===== src/rtl/arm_alu_pkg.sv =====
// Shared definitions for the ARM data-processing ALU: word width, opcode encodings, flag bit positions.
package arm_alu_pkg;

  localparam int WORD_WIDTH = 32;

  localparam logic [3:0] ALUType_And = 4'h0;
  localparam logic [3:0] ALUType_Eor = 4'h1;
  localparam logic [3:0] ALUType_Sub = 4'h2;
  localparam logic [3:0] ALUType_Rsb = 4'h3;
  localparam logic [3:0] ALUType_Add = 4'h4;
  localparam logic [3:0] ALUType_Adc = 4'h5;
  localparam logic [3:0] ALUType_Sbc = 4'h6;
  localparam logic [3:0] ALUType_Rsc = 4'h7;
  localparam logic [3:0] ALUType_Tst = 4'h8;
  localparam logic [3:0] ALUType_Teq = 4'h9;
  localparam logic [3:0] ALUType_Cmp = 4'hA;
  localparam logic [3:0] ALUType_Cmn = 4'hB;
  localparam logic [3:0] ALUType_Orr = 4'hC;
  localparam logic [3:0] ALUType_Mov = 4'hD;
  localparam logic [3:0] ALUType_Bic = 4'hE;
  localparam logic [3:0] ALUType_Mvn = 4'hF;

  localparam int FLAG_C = 3;
  localparam int FLAG_N = 2;
  localparam int FLAG_Z = 1;
  localparam int FLAG_V = 0;

  // Test ops always update flags and never write Rd.
  function automatic logic is_test_op(input logic [3:0] op);
    return (op == ALUType_Tst) || (op == ALUType_Teq) ||
           (op == ALUType_Cmp) || (op == ALUType_Cmn);
  endfunction

endpackage


===== src/rtl/arm_alu_if.sv =====
// Operand/result bundle between the execute-stage control and the ALU.
interface arm_alu_if
  import arm_alu_pkg::*;
#(
  parameter int W = WORD_WIDTH
);
  logic [W-1:0] in_Rn;
  logic [W-1:0] in_Op2;
  logic         in_Barrel_carry;
  logic [3:0]   in_Opcode;
  logic [3:0]   in_CNZV;
  logic         in_Set_cond;
  logic [W-1:0] out_Y;
  logic [3:0]   out_CNZV;
  logic         out_Writeback;

  modport master (
    output in_Rn, in_Op2, in_Barrel_carry, in_Opcode, in_CNZV, in_Set_cond,
    input  out_Y, out_CNZV, out_Writeback
  );

  modport slave (
    input  in_Rn, in_Op2, in_Barrel_carry, in_Opcode, in_CNZV, in_Set_cond,
    output out_Y, out_CNZV, out_Writeback
  );
endinterface


===== src/rtl/arm_alu_addsub.sv =====
// W-bit adder a+b+cin with carry-out and signed overflow; subtraction is done by the caller inverting b.
module arm_alu_addsub #(
  parameter int W = 32
) (
  input  logic [W-1:0] i_a,
  input  logic [W-1:0] i_b,
  input  logic         i_cin,
  output logic [W-1:0] o_sum,
  output logic         o_cout,
  output logic         o_v
);
  logic [W:0] w_full;

  assign w_full = {1'b0, i_a} + {1'b0, i_b} + {{W{1'b0}}, i_cin};
  assign o_sum  = w_full[W-1:0];
  assign o_cout = w_full[W];
  // With b already inverted for subtracts, the add-overflow rule covers both cases.
  assign o_v    = (i_a[W-1] == i_b[W-1]) && (w_full[W-1] != i_a[W-1]);
endmodule


===== src/rtl/arm_alu.sv =====
// ARM data-processing ALU: result, next CNZV and writeback enable, one registered stage.
// Accepts a new op every cycle; no backpressure.
module arm_alu
  import arm_alu_pkg::*;
#(
  parameter int W = WORD_WIDTH
) (
  input logic      clk,
  input logic      rst_n,
  arm_alu_if.slave alu_bus
);
  logic [W-1:0] w_a;
  logic [W-1:0] w_b;
  logic         w_cin;
  logic         w_arith;
  logic [W-1:0] w_sum;
  logic         w_cout;
  logic         w_ovf;
  logic [W-1:0] w_logic;
  logic [W-1:0] w_y;
  logic         w_test;
  logic         w_c;
  logic         w_v;
  logic [3:0]   w_flags;
  logic [3:0]   w_flags_next;

  logic [W-1:0] r_y;
  logic [3:0]   r_cnzv;
  logic         r_wb;

  // Map every arithmetic op onto a single adder by swapping/inverting operands.
  always_comb begin
    w_a     = alu_bus.in_Rn;
    w_b     = alu_bus.in_Op2;
    w_cin   = 1'b0;
    w_arith = 1'b1;
    case (alu_bus.in_Opcode)
      ALUType_Sub, ALUType_Cmp: begin
        w_b   = ~alu_bus.in_Op2;
        w_cin = 1'b1;
      end
      ALUType_Rsb: begin
        w_a   = alu_bus.in_Op2;
        w_b   = ~alu_bus.in_Rn;
        w_cin = 1'b1;
      end
      ALUType_Add, ALUType_Cmn: w_cin = 1'b0;
      ALUType_Adc: w_cin = alu_bus.in_CNZV[FLAG_C];
      ALUType_Sbc: begin
        w_b   = ~alu_bus.in_Op2;
        w_cin = alu_bus.in_CNZV[FLAG_C];
      end
      ALUType_Rsc: begin
        w_a   = alu_bus.in_Op2;
        w_b   = ~alu_bus.in_Rn;
        w_cin = alu_bus.in_CNZV[FLAG_C];
      end
      default: w_arith = 1'b0;
    endcase
  end

  arm_alu_addsub #(.W(W)) u_addsub (
    .i_a    (w_a),
    .i_b    (w_b),
    .i_cin  (w_cin),
    .o_sum  (w_sum),
    .o_cout (w_cout),
    .o_v    (w_ovf)
  );

  always_comb begin
    w_logic = '0;
    case (alu_bus.in_Opcode)
      ALUType_And, ALUType_Tst: w_logic = alu_bus.in_Rn & alu_bus.in_Op2;
      ALUType_Eor, ALUType_Teq: w_logic = alu_bus.in_Rn ^ alu_bus.in_Op2;
      ALUType_Orr:              w_logic = alu_bus.in_Rn | alu_bus.in_Op2;
      ALUType_Mov:              w_logic = alu_bus.in_Op2;
      ALUType_Bic:              w_logic = alu_bus.in_Rn & ~alu_bus.in_Op2;
      ALUType_Mvn:              w_logic = ~alu_bus.in_Op2;
      default:                  w_logic = '0;
    endcase
  end

  assign w_y    = w_arith ? w_sum : w_logic;
  assign w_test = is_test_op(alu_bus.in_Opcode);
  // Logical ops take C from the shifter and leave V untouched.
  assign w_c    = w_arith ? w_cout : alu_bus.in_Barrel_carry;
  assign w_v    = w_arith ? w_ovf  : alu_bus.in_CNZV[FLAG_V];

  assign w_flags      = {w_c, w_y[W-1], (w_y == '0), w_v};
  assign w_flags_next = (alu_bus.in_Set_cond || w_test) ? w_flags : alu_bus.in_CNZV;

  always_ff @(posedge clk or negedge rst_n) begin
    if (!rst_n) begin
      r_y    <= '0;
      r_cnzv <= 4'b0000;
      r_wb   <= 1'b0;
    end else begin
      r_y    <= w_y;
      r_cnzv <= w_flags_next;
      r_wb   <= ~w_test;
    end
  end

  assign alu_bus.out_Y         = r_y;
  assign alu_bus.out_CNZV      = r_cnzv;
  assign alu_bus.out_Writeback = r_wb;
endmodule


===== src/flat_wrapper.sv =====
// flat-port wrapper written by rule: the top's interface ports become plain ports
module arm_alu_flat import arm_alu_pkg::*;
#(
  parameter int W = WORD_WIDTH
)
  (clk, rst_n, alu_bus_in_Rn, alu_bus_in_Op2, alu_bus_in_Barrel_carry, alu_bus_in_Opcode, alu_bus_in_CNZV, alu_bus_in_Set_cond, alu_bus_out_Y, alu_bus_out_CNZV, alu_bus_out_Writeback);
  arm_alu_if #(.W(W)) alu_bus_i ();
  input logic clk;
  input logic rst_n;
  input wire logic [$bits(alu_bus_i.in_Rn)-1:0] alu_bus_in_Rn;
  input wire logic [$bits(alu_bus_i.in_Op2)-1:0] alu_bus_in_Op2;
  input wire logic [$bits(alu_bus_i.in_Barrel_carry)-1:0] alu_bus_in_Barrel_carry;
  input wire logic [$bits(alu_bus_i.in_Opcode)-1:0] alu_bus_in_Opcode;
  input wire logic [$bits(alu_bus_i.in_CNZV)-1:0] alu_bus_in_CNZV;
  input wire logic [$bits(alu_bus_i.in_Set_cond)-1:0] alu_bus_in_Set_cond;
  output wire logic [$bits(alu_bus_i.out_Y)-1:0] alu_bus_out_Y;
  output wire logic [$bits(alu_bus_i.out_CNZV)-1:0] alu_bus_out_CNZV;
  output wire logic [$bits(alu_bus_i.out_Writeback)-1:0] alu_bus_out_Writeback;
  assign alu_bus_i.in_Rn = alu_bus_in_Rn;
  assign alu_bus_i.in_Op2 = alu_bus_in_Op2;
  assign alu_bus_i.in_Barrel_carry = alu_bus_in_Barrel_carry;
  assign alu_bus_i.in_Opcode = alu_bus_in_Opcode;
  assign alu_bus_i.in_CNZV = alu_bus_in_CNZV;
  assign alu_bus_i.in_Set_cond = alu_bus_in_Set_cond;
  assign alu_bus_out_Y = alu_bus_i.out_Y;
  assign alu_bus_out_CNZV = alu_bus_i.out_CNZV;
  assign alu_bus_out_Writeback = alu_bus_i.out_Writeback;
  arm_alu #(.W(W)) u_core (.clk(clk), .rst_n(rst_n), .alu_bus(alu_bus_i));
endmodule

===== config.mk =====
export PLATFORM = sky130hd
export DESIGN_NAME = arm_alu_flat
export DESIGN_NICKNAME = d
export VERILOG_FILES = /design/src/rtl/arm_alu_pkg.sv /design/src/rtl/arm_alu_if.sv /design/src/rtl/arm_alu_addsub.sv /design/src/rtl/arm_alu.sv /design/src/flat_wrapper.sv
export SDC_FILE = /design/constraint.sdc
export NUM_CORES = 1
export LEC_CHECK = 0
export BUFFER_PORTS_ARGS = -buffer_cell sky130_fd_sc_hd__buf_2
export CORE_UTILIZATION = 29
export DETAILED_ROUTE_END_ITERATION = 10
export PLACE_DENSITY = 0.58
export SLEW_MARGIN = 20
export SYNTH_ARGS = -nofsm -noshare
export SYNTH_HDL_FRONTEND = slang
export SYNTH_SLANG_ARGS = --single-unit

===== constraint.sdc =====
create_clock -name clk -period 0.8 [get_ports clk]
set_input_delay 0.16 -clock clk [delete_from_list [all_inputs] [get_ports clk]]
set_output_delay 0.16 -clock clk [all_outputs]
set_load 0.02 [all_outputs]

==> results_dict.tcl <==
set metrics [dict create \
    outcome "finished, violations left" \
    violations "setup timing" \
    period_minus_slack_ns 3.63 \
    drc_errors 0 \
    path_class "input port to flip-flop" \
    area_delta_synth_final_pct 74.0 \
    yosys_warnings 0 \
    grt_pass1_vias 8606 \
    cts.path.max_buffers 2 \
    rsz0062_at_grt "true" \
    synthesis.nets 1099 \
    yosys-top-cells-area "dfrtp_1 (14%), ha_1 (12%), o21ai_0 (10%)" \
    synth.yosys.seq_area_share_pct 14.2 \
    avgSynthCellArea_um2 6.79 \
    synth_area_um2 6500 \
    intPower_mw 9.49 \
    dp_slack_ns -3.46 \
    io_buffers 112 \
    finalCritPeriodShare_pct 454 \
    worst_pin_slew_ns 0.540 \
    wl_per_cell_um 17.2 \
    drt-total-wl_um 28800 \
    setup_ws_ns -2.83 \
    die_w_um 152 \
    antenna_found_initial 0 \
    tritoncts "done" \
    ys_types 80 \
    finalNonFillerCells 1674 \
    n_antenna_cell 0 \
    cp.required_ns 1.00 \
    placed_cells 1619 \
    final_core_util_pct 51.7 \
    grt_pass1_wl_um 44000 \
    pin_count 113 \
    drt-vias-per-instance 5.30 \
    clock-root-buffer "clkbuf_16" \
    die_area_um2 23000 \
    ys_ff_latch 37 \
    async_flop_share_pct 100 \
    drive_gt1_share_pct 45.3 \
    synth_top_area_share_pct 14.2 \
    max_freq_ghz 0.275 \
    p_leak_nw 5.47 \
    report.final.slew_viol_count 0 \
    placed_area_um2 9870 \
    clkPwrFrac_pct 11.4 \
    critPathLaunchType "input port" \
    vdd.ir_drop.worst_mv 0.862 \
    finalSetupTns_ns -78.99 \
    gp_congestion 0.905 \
    ys.flop_type "dfrtp_1" \
    whs_ns 0.0984 \
    dr.first_iter.drc_count 513 \
    nNetsFinal 1534 \
    switchingPower_mw 6.71 \
    synth_edf_count 0 \
    cp-end-kind "flip-flop" \
    setup_violations 73 \
    switching_share_pct 41.4 \
    seqPwrFrac_pct 15.8 \
    track_usage_pct 24.8 \
    rows 54 \
    die_height_um 152 \
    hold_viol_final 0 \
    num_vias 8874 \
    drv_cap 0 \
    synth_cells 958 \
    clock_sinks 37 \
    antenna_left 0 \
    grt_max_degree 40 \
    final_common_cell "buf_4" \
    final_cell_area_um2 11300 \
    hold_path.class "input port to flip-flop" \
    arrival_ns 3.83 \
    first_pass_iters 5 \
    cts_buffers 5 \
    relSlewSlack_pct 63.8 \
    core_area_um2 21900 \
    initial_core_util_pct 29.7 \
    cp_max_fo 6 \
    dp.final_hpwl_um 22600 \
    fill_cells 2132 \
    clk_pin_slew_ns 0.05 \
    cts_htree_levels 2 \
    p_per_area_nw_per_um2 1430 \
    p_total_mw 16.2 \
    p_comb_share_pct 72.8 \
    final_cell_mix "buf_4 (342), nand2_1 (111), o21ai_0 (101)" \
    yosys.area.top_type "dfrtp_1" \
    grt_remaining_overflow 0 \
]
[power groups by stage]
stage                     logic, mW  clock network [mW]  registers [mW]
after floorplan                4.30                   0            3.04
after detailed placement       9.47                   0            2.48
final                          11.8                1.85            2.56
after global placement         9.40                   0            2.49
after CTS                      10.9                1.94            2.56
after global routing           12.7                2.05            2.60
[metal layers]
metal	share of wire, %	vias to the layer above	global-route usage (%)
li1	-	4378	-
met1	41	4109	29.9
met2	48	305	43.4
met3	5.0	82	2.34
met4	6.0	0	13.0
met5	0	-	0
[registers in the layout, summed over array words and instances, names as in the netlist]
register / cells
u_core.alu_bus.out_CNZV: 4
u_core.alu_bus.out_Writeback: 1
u_core.alu_bus.out_Y: 32
[worst max-delay path, stage by stage]
cell and delay [ns]:
buf_8 0.10, nand2_4 0.06, and3_4 0.19, o21bai_4 0.18
nor2_2 0.08, a211oi_4 0.17, fa_2 0.29, inv_2 0.05
fa_2 0.36, a21o_1 0.22, a21oi_4 0.28, a211o_1 0.22
nand3_2 0.10, mux2i_2 0.25, o2111ai_2 0.17, or4_4 0.58
nor4_4 0.14, nand3b_1 0.11, o21ai_1 0.12
[worst paths after layout]
path                                       from                          to  slack, ns  cells past startpoint
worst max-delay path       alu_bus_in_Opcode[3]  u_core.alu_bus.out_CNZV[1]      -2.83                     19
worst min-delay path         alu_bus_in_CNZV[1]  u_core.alu_bus.out_CNZV[1]        0.1                      3
max in group asynchronous                 rst_n     u_core.alu_bus.out_Y[6]       0.23                      3
min in group asynchronous                 rst_n    u_core.alu_bus.out_Y[29]       0.37                      3
[layout make-up]
class / instances / area [um2] / area share (%)
inverters: 82 / 313 / 2.76
flip-flops and latches: 37 / 926 / 8.18
clock buffers: 6 / 129 / 1.14
well taps: 280 / 350 / 3.10
multi-input cells: 775 / 5720 / 50.5
repair buffers: 492 / 3870 / 34.2
clock inverters: 2 / 10.0 / 0.0884
[cells by family after synthesis]
group	Yosys count	synth area share (%)
AOI/OAI and AO/OA	376	36.5
xor gates and xnor gates	17	2.29
adders and majority gates	65	12.7
buffers and inverters	146	9.04
DFF	37	14.2
muxes	17	2.69
and+or+nand+nor	300	22.5
[Yosys cell counts, drive strengths merged, types with 11 or more instances]
cell type,number
a211oi,23
nor4,11
nand2b,11
nand3,23
nor2b,13
o21ai,137
nand2,120
mux2i,13
nor2,55
buf,25
o211ai,13
ha,63
dfrtp,37
clkbuf,39
inv,81
nor3,14
a21oi,85
[timing repair]
action	CTS	global route
endpoints found under the setup margin	74	74
gates resized for setup	170	72
hold buffers	1	0
setup buffers	22	30
pin swaps	49	38
hold endpoints to repair	37	0
Power figures use the tool's default switching activity.
